[src/rtl/div_seq_if.sv]
// div_seq_if: operand/result bundle for the sequential divider.
//
// Signals (master = pipeline side, slave = divider):
//   START  request a division (taken only while the divider is idle)
//   SIGN   1 = signed (DIV), 0 = unsigned (DIVU), taken with START
//   ABORT  synchronous cancel of an in-flight division
//   A, B   dividend / divisor, taken with START
//   BUSY   high while a division is in progress
//   DONE   one-cycle pulse, HI/LO valid from this cycle on
//   HI/LO  remainder / quotient, held until the next completed division
//
// Handshake: START acts as "valid" and !BUSY as "ready". A request is
// accepted on a rising edge where START=1, ABORT=0 and the divider is idle;
// requests seen while BUSY=1 are dropped, not queued. Completion is signalled
// by DONE alone, with no back-pressure from the consumer. The DONE cycle is
// already idle, so a new START in that cycle is accepted.
interface div_seq_if #(parameter int WIDTH = 32);
  logic             START;
  logic             SIGN;
  logic             ABORT;
  logic [WIDTH-1:0] A;
  logic [WIDTH-1:0] B;
  logic             BUSY;
  logic             DONE;
  logic [WIDTH-1:0] HI;
  logic [WIDTH-1:0] LO;

  modport master (output START, SIGN, ABORT, A, B,
                  input  BUSY, DONE, HI, LO);
  modport slave  (input  START, SIGN, ABORT, A, B,
                  output BUSY, DONE, HI, LO);
endinterface

[src/rtl/div_seq.sv]
// div_seq: iterative radix-2 restoring divider for MIPS DIV/DIVU.
// Produces the quotient on LO and the remainder on HI. It takes WIDTH RUN
// cycles plus one FIX cycle; DONE pulses the cycle after FIX.
//
// Ports:
//   CLK        clock, rising edge
//   RESET      asynchronous, active-high reset
//   bus        div_seq_if.slave (START/SIGN/ABORT/A/B in, BUSY/DONE/HI/LO out)
//   dbg_state  current FSM state (0 = IDLE, 1 = RUN, 2 = FIX)
module div_seq #(
  parameter int WIDTH = 32
) (
  input  logic       CLK,
  input  logic       RESET,
  div_seq_if.slave   bus,
  output logic [1:0] dbg_state
);

  typedef enum logic [1:0] {
    IDLE = 2'd0,
    RUN  = 2'd1,
    FIX  = 2'd2
  } state_t;

  localparam int CW = $clog2(WIDTH + 1);

  state_t           state, next_state;
  logic [WIDTH-1:0] rem, quo, b_mag, a_orig;
  logic [WIDTH-1:0] hi, lo;
  logic [CW-1:0]    count;
  logic             sign_q, a_neg, b_neg, b_zero;
  logic             busy, done;

  logic             start_ok;
  logic             last_iter;
  logic [WIDTH-1:0] a_mag_in, b_mag_in;
  logic [WIDTH:0]   shifted, trial;
  logic [WIDTH-1:0] q_fix, r_fix;

  // ABORT wins over a START that arrives in the same cycle.
  assign start_ok  = bus.START && !bus.ABORT;
  assign last_iter = (count == CW'(WIDTH - 1));

  // Magnitudes are taken only for signed operands with the MSB set.
  // The most-negative value maps to itself, which is the correct unsigned
  // magnitude.
  assign a_mag_in = (bus.SIGN && bus.A[WIDTH-1]) ? -bus.A : bus.A;
  assign b_mag_in = (bus.SIGN && bus.B[WIDTH-1]) ? -bus.B : bus.B;

  // {rem, quo} shifted left by one: the next dividend bit enters rem. The
  // top bit of shifted holds the carry-out. trial's MSB is its sign.
  assign shifted = {rem, quo[WIDTH-1]};
  assign trial   = shifted - {1'b0, b_mag};

  // Sign correction: the quotient is negative when the operand signs
  // differ, and the remainder follows the dividend (C truncation).
  assign q_fix = (sign_q && (a_neg ^ b_neg)) ? -quo : quo;
  assign r_fix = (sign_q && a_neg) ? -rem : rem;

  always_ff @(posedge CLK or posedge RESET) begin
    if (RESET) state <= IDLE;
    else       state <= next_state;
  end

  always_comb begin
    next_state = state;
    case (state)
      IDLE:    if (start_ok) next_state = RUN;
      RUN: begin
        if (bus.ABORT)      next_state = IDLE;
        else if (last_iter) next_state = FIX;
      end
      FIX:     next_state = IDLE;
      default: next_state = IDLE;
    endcase
  end

  always_ff @(posedge CLK or posedge RESET) begin
    if (RESET) begin
      rem    <= '0;
      quo    <= '0;
      b_mag  <= '0;
      a_orig <= '0;
      count  <= '0;
      sign_q <= 1'b0;
      a_neg  <= 1'b0;
      b_neg  <= 1'b0;
      b_zero <= 1'b0;
      hi     <= '0;
      lo     <= '0;
      busy   <= 1'b0;
      done   <= 1'b0;
    end else begin
      busy <= (next_state != IDLE);
      done <= (state == FIX) && !bus.ABORT;
      case (state)
        IDLE: begin
          if (start_ok) begin
            sign_q <= bus.SIGN;
            a_neg  <= bus.SIGN && bus.A[WIDTH-1];
            b_neg  <= bus.SIGN && bus.B[WIDTH-1];
            b_zero <= (bus.B == '0);
            a_orig <= bus.A;
            quo    <= a_mag_in;
            b_mag  <= b_mag_in;
            rem    <= '0;
            count  <= '0;
          end
        end
        RUN: begin
          if (!bus.ABORT) begin
            if (!trial[WIDTH]) begin
              rem <= trial[WIDTH-1:0];
              quo <= {quo[WIDTH-2:0], 1'b1};
            end else begin
              // Restore: the shifted value is below b_mag, so it fits WIDTH bits.
              rem <= shifted[WIDTH-1:0];
              quo <= {quo[WIDTH-2:0], 1'b0};
            end
            count <= count + CW'(1);
          end
        end
        FIX: begin
          if (!bus.ABORT) begin
            if (b_zero) begin
              lo <= '1;
              hi <= a_orig;
            end else begin
              lo <= q_fix;
              hi <= r_fix;
            end
          end
        end
        default: ;
      endcase
    end
  end

  assign bus.BUSY  = busy;
  assign bus.DONE  = done;
  assign bus.HI    = hi;
  assign bus.LO    = lo;
  assign dbg_state = state;

endmodule

[src/flat_wrapper.sv]
// flat-port wrapper written by rule: the top's interface ports become plain ports
module div_seq_flat 
#(
  parameter int WIDTH = 32
)
  (CLK, RESET, dbg_state, bus_START, bus_SIGN, bus_ABORT, bus_A, bus_B, bus_BUSY, bus_DONE, bus_HI, bus_LO);
  div_seq_if #(.WIDTH(WIDTH)) bus_i ();
  input  logic CLK;
  input  logic RESET;
  output logic [1:0] dbg_state;
  input wire logic [$bits(bus_i.START)-1:0] bus_START;
  input wire logic [$bits(bus_i.SIGN)-1:0] bus_SIGN;
  input wire logic [$bits(bus_i.ABORT)-1:0] bus_ABORT;
  input wire logic [$bits(bus_i.A)-1:0] bus_A;
  input wire logic [$bits(bus_i.B)-1:0] bus_B;
  output wire logic [$bits(bus_i.BUSY)-1:0] bus_BUSY;
  output wire logic [$bits(bus_i.DONE)-1:0] bus_DONE;
  output wire logic [$bits(bus_i.HI)-1:0] bus_HI;
  output wire logic [$bits(bus_i.LO)-1:0] bus_LO;
  assign bus_i.START = bus_START;
  assign bus_i.SIGN = bus_SIGN;
  assign bus_i.ABORT = bus_ABORT;
  assign bus_i.A = bus_A;
  assign bus_i.B = bus_B;
  assign bus_BUSY = bus_i.BUSY;
  assign bus_DONE = bus_i.DONE;
  assign bus_HI = bus_i.HI;
  assign bus_LO = bus_i.LO;
  div_seq #(.WIDTH(WIDTH)) u_core (.CLK(CLK), .RESET(RESET), .bus(bus_i), .dbg_state(dbg_state));
endmodule
[config.mk]
export PLATFORM = sky130hd
export DESIGN_NAME = div_seq_flat
export DESIGN_NICKNAME = d
export VERILOG_FILES = /design/src/rtl/div_seq_if.sv /design/src/rtl/div_seq.sv /design/src/flat_wrapper.sv
export SDC_FILE = /design/constraint.sdc
export NUM_CORES = 1
export LEC_CHECK = 0
export ABC_AREA = 1
export CAP_MARGIN = 20
export CORE_MARGIN = 2
export CORE_UTILIZATION = 64
export CTS_CLUSTER_DIAMETER = 60
export DETAILED_ROUTE_END_ITERATION = 10
export PLACE_DENSITY = 0.88
export SYNTH_ARGS = -nofsm -noshare
export SYNTH_HDL_FRONTEND = slang
export SYNTH_SLANG_ARGS = --single-unit
[constraint.sdc]
create_clock -name CLK -period 11.71 [get_ports CLK]
set_input_delay 1.7565 -clock CLK [delete_from_list [all_inputs] [get_ports CLK]]
set_output_delay 1.7565 -clock CLK [all_outputs]
set_load 0.01 [all_outputs]
* Word-level counts from Yosys, hierarchy flattened
Index checks and enable logic that the tools add are counted.
Storage, ports and cells: register bits after elaboration 206, output and inout bits 68
Operators by class: multiplexer cells 21, equality and inequality tests 5, reduce and logical (&&, ||, !) cells 14, $add $sub $neg 6, bitwise operators 2
Operators by type and width (number):
- $mux 32 | 11
- $neg 32->32 | 4
- $pmux 32 s2 | 2
- $sub 33x32->33 | 1
- $logic_not 32->1 | 1
- $mux 6 | 2
- $pmux 6 s2 | 1
- $add 6x1->6 const B | 1
- $eq 6x5->1 const B | 1
- $logic_and 1x1->1 | 6
- $mux 2 | 3
- $pmux 2 s2 | 1
- $reduce_and 2->1 | 2
- $reduce_bool 2->1 | 2
- $reduce_and 3->1 | 1
- $eq 2x1->1 const B | 1
- $eq 2x2->1 const B | 1
- $logic_not 2->1 | 1
- $ne 2x1->1 const B | 1
- $ne 2x2->1 const B | 1
- $logic_not 1->1 | 1
- $mux 1 | 1
- $not 1->1 | 1
- $xor 1x1->1 | 1

* Logic depth before layout (Yosys ltp)
word-level depth 5, mapped depth 19, depth with buffers taken out 17

* Worst setup path before layout
No wires, ideal clock.
path kind in2reg, from input bus_A[0], to register u_core.quo[20], buffers on the path 0, cell stages on the path 13, slack 8.556 ns, data arrival time 3.023 ns, library setup time 0.130 ns, data required time 11.580 ns, path through inv_1 ha_1 nand2_1 nor2_1 nand2_1 nor2_1 nand3_1 o21ai_0 inv_1 nand2_1 nand3_1 nand2_1 o21ai_0
On the way: longest elaborated chain between the ends 4
Ends and longest elaborated chain:
- start, declared | line flat_wrapper.sv:14 | input wire logic [$bits(bus_i.A)-1:0] bus_A;
- $neg 32->32 | line div_seq.sv:47 | assign a_mag_in = (bus.SIGN && bus.A[WIDTH-1]) ? -bus.A : bus.A;
- $mux 32 | line div_seq.sv:47
- $mux 32 | line div_seq.sv:98 | if (start_ok) begin
- $pmux 32 s2 | line div_seq.sv:96 | case (state)
- end signal, assigned | line div_seq.sv:104 | quo <= a_mag_in;
- end signal, assigned | line div_seq.sv:114 | quo <= {quo[WIDTH-2:0], 1'b1};
- end signal, assigned | line div_seq.sv:118 | quo <= {quo[WIDTH-2:0], 1'b0};
- end, declared | line div_seq.sv:28 | logic [WIDTH-1:0] rem, quo, b_mag, a_orig;
Every way passes these cells. The select of a mux whose other input is x is not followed. A chain may end at the register's enable or synchronous reset.

* Worst setup path after layout
from input bus_ABORT, to register u_core.count[5]
On the way: longest elaborated chain between the ends 4, elaborated cells between the ends (all ways) 5
Ends and longest elaborated chain:
- start, declared | line flat_wrapper.sv:13 | input wire logic [$bits(bus_i.ABORT)-1:0] bus_ABORT;
- $logic_not 1->1 | line div_seq.sv:41 | assign start_ok = bus.START && !bus.ABORT;
- $logic_and 1x1->1 | line div_seq.sv:41
- $ne 2x1->1 (no line)
- $reduce_and 3->1 (no line) (*)
- end signal, assigned | line div_seq.sv:120 | count <= count + CW'(1);
- end, declared | line div_seq.sv:30 | logic [CW-1:0] count;
Mark *: on every way between the ends. The rest lies on a longest branch, timed or not.

==> flow_metrics.tcl <==
set metrics [dict create \
    fmax_mhz 196 \
    setup_viol 0 \
    rows 55 \
    synth_xor_area_share_pct 3.13 \
    crit_path_max_fanout 107 \
    dp_cells 2659 \
    cts_tree "built" \
    ys_seq_elements 206 \
    slew_violations 0 \
    pre_cts_ws_ns 6.16 \
    syn_area_um2 14900 \
    synthCells 2306 \
    drt_first_iter_violations 2106 \
    fin_crit_ns 5.10 \
    antenna_found_initial 0 \
    layout.nets 2510 \
    synth_edf_count 0 \
    final_cell_mix "710 x nand2_1, 331 x inv_1, 214 x nand3_1" \
    drc 0 \
    wl_um 49200 \
    grt_max_degree 133 \
    fin_cells 2707 \
    critPathLaunchType "primary input" \
    area_growth_pct 15.6 \
    dieArea_um2 24400 \
    die_h_um 156 \
    final_common_cell "nand2_1" \
    synth_ff_type "dfrtp_1" \
    globalplace.congestion 0.984 \
    grt_pass1_wl_um 78400 \
    cap_violations 0 \
    end_kind "flop" \
    clk_pin_slew_worst_paths_ns 0.06 \
    synth_top_area_share_pct 34.7 \
    num_vias 16300 \
    grt_pass1_vias 15300 \
    n_fill_cell 1780 \
    synth_compound_area_share_pct 13.1 \
    yosys.area.top_type "dfrtp_1" \
    ys_seq_area_share_pct 34.7 \
    required_ns 12.15 \
    setup.worst_path.class "primary input to flop" \
    total_power_mw 2.95 \
    ios 137 \
    cts_resized 0 \
    p_leak_nw 9.07 \
    synth_fa_ha_area_share_pct 3.25 \
    rsz0062_at_grt "false" \
    ir_drop_uv 135 \
    synth_area_leaders "dfrtp_1 35%, nand2_1 18%, inv_1 8.4%" \
    numPortBuffers 136 \
    synthMuxAreaShare_pct 0 \
    drive_above_1_share_pct 4.05 \
    diodes 0 \
    coreArea_um2 22700 \
    cts_buffer_depth 3 \
    synth_top_family_by_area "simple AND/OR/NAND/NOR gates" \
    die_w_um 156 \
    yosysUniqueCellTypes 45 \
    power_density_nw_per_um2 172 \
    wire_per_inst_um 18.2 \
    relSlewSlack_pct 32.9 \
    cts_max_level 1 \
    wl_met1_um 20000 \
    clk_latency_ns 0.56 \
    met2_length_um 21800 \
    holdPathStages 2 \
    grt_usage_pct 40.5 \
    tightest_slew_ns 1.00 \
    postLayoutCellArea_um2 17200 \
    dr_wl_met3_um 4890 \
    cts_root_buffer "clkbuf_16" \
    grt-ovfl-total 0 \
    final_core_util_pct 75.6 \
    status "finished, final reports clean" \
    cts_setup_buffers 0 \
    fin_ws_ns 6.61 \
    skew_ns 0.0369 \
    ys_warn_count 0 \
    setup_tns_ns 0 \
    fin_hold_ws_ns 0.478 \
    placed_area_um2 16300 \
    hpwl_um 36600 \
    vias_per_cell 6.03 \
    finalCritPeriodShare_pct 43.5 \
    synth-simple-area-share_pct 34.6 \
    r2r_cells 11 \
    ys_async_sr_fraction_pct 100 \
    cts.sink_count 206 \
    crit_arrival_ns 5.54 \
    syn-num-nets 2413 \
    cts_hold_buf 0 \
    postSynthAreaPerCell_um2 6.44 \
    drt_first_pass_iters 8 \
    hold_violations 0 \
    ant_nets 0 \
    min_path_type "flop to flop" \
    start_util_pct 65.4 \
    numCtsBuffers 26 \
    routed.top_layer "met4" \
]
==> layer usage <==
layer / global-route usage (%) / up-vias
met1: 55.8 / 7566
met3: 6.98 / 201
li1: - / 7530
met5: 0 / -
met4: 17.7 / 0
met2: 63.0 / 1033
==> cells in the mapped netlist, types with 8 or more instances <==
cell and count:
nand3b_1 8, a21oi_1 101, o22ai_1 15, nand2_2 16
nand2_1 711, nand3_1 215, nor2_1 213, inv_2 9
nand4_1 21, xor2_1 38, inv_1 332, xnor2_1 15
o21ai_0 173, o211ai_1 25, dfrtp_1 206, a31oi_1 13
ha_1 37, clkbuf_1 55, nor3_1 25, buf_2 10
==> cells by family (layout without fill, tap and decap cells) <==
family,after synthesis,count (layout)
buf+inv,421,537
fa+ha+maj,38,38
compound gates,355,355
simple gates,1233,1233
xor+xnor,53,53
flops,206,206
==> layout make-up <==
class | instances | area [um^2] | share of cell area, %
Tap cell | 285 | 357 | 2.08
Multi-Input combinational cell | 1679 | 8060 | 46.9
Clock inverter | 10 | 119 | 0.692
Inverter | 344 | 1300 | 7.56
Timing Repair Buffer | 146 | 1440 | 8.41
Clock buffer | 37 | 742 | 4.32
Sequential cell | 206 | 5150 | 30.0
==> power by group <==
| group | total [mW] | switching (mW) | internal [mW] |
|---|---|---|---|
| clock network | 0.800 | 0.331 | 0.469 |
| registers | 0.941 | 0.122 | 0.819 |
| logic | 1.21 | 0.824 | 0.384 |
==> state kept, by name, summed over array words and instances (netlist names), 2 cells and up <==
register          count
u_core.a_orig        32
u_core.bus.LO        32
u_core.count          6
u_core.quo           32
u_core.bus.HI        32
u_core.dbg_state      2
u_core.b_mag         32
u_core.rem           32
==> critical path: stages <==
cell	delay, ns
clkdlybuf4s50_1	0.49
nor2_1	0.09
nand3_4	0.06
buf_4	0.69
inv_2	0.51
nor2_4	0.18
buf_4	0.59
inv_1	0.63
nand2_1	0.19
nor2_1	0.09
a21oi_1	0.17
nor2_1	0.07
==> final timing paths <==
| kind | start | to | slack [ns] |
|---|---|---|---|
| worst max-delay path | bus_ABORT | u_core.count[5]$_DFFE_PP0P_ | 6.61 |
| worst min-delay path | u_core.bus.HI[18]$_DFFE_PP0P_ | u_core.bus.HI[18]$_DFFE_PP0P_ | 0.48 |
| worst max register to register | u_core.dbg_state[1]$_DFF_PP0_ | u_core.count[5]$_DFFE_PP0P_ | 7.88 |
| worst min register to register | u_core.bus.HI[18]$_DFFE_PP0P_ | u_core.bus.HI[18]$_DFFE_PP0P_ | 0.48 |
| max in group asynchronous | RESET | u_core.bus.LO[20]$_DFFE_PP0P_ | 8.38 |
| min in group asynchronous | RESET | u_core.b_mag[29]$_DFFE_PP0P_ | 1.75 |
Power figures use the tool's default switching activity.
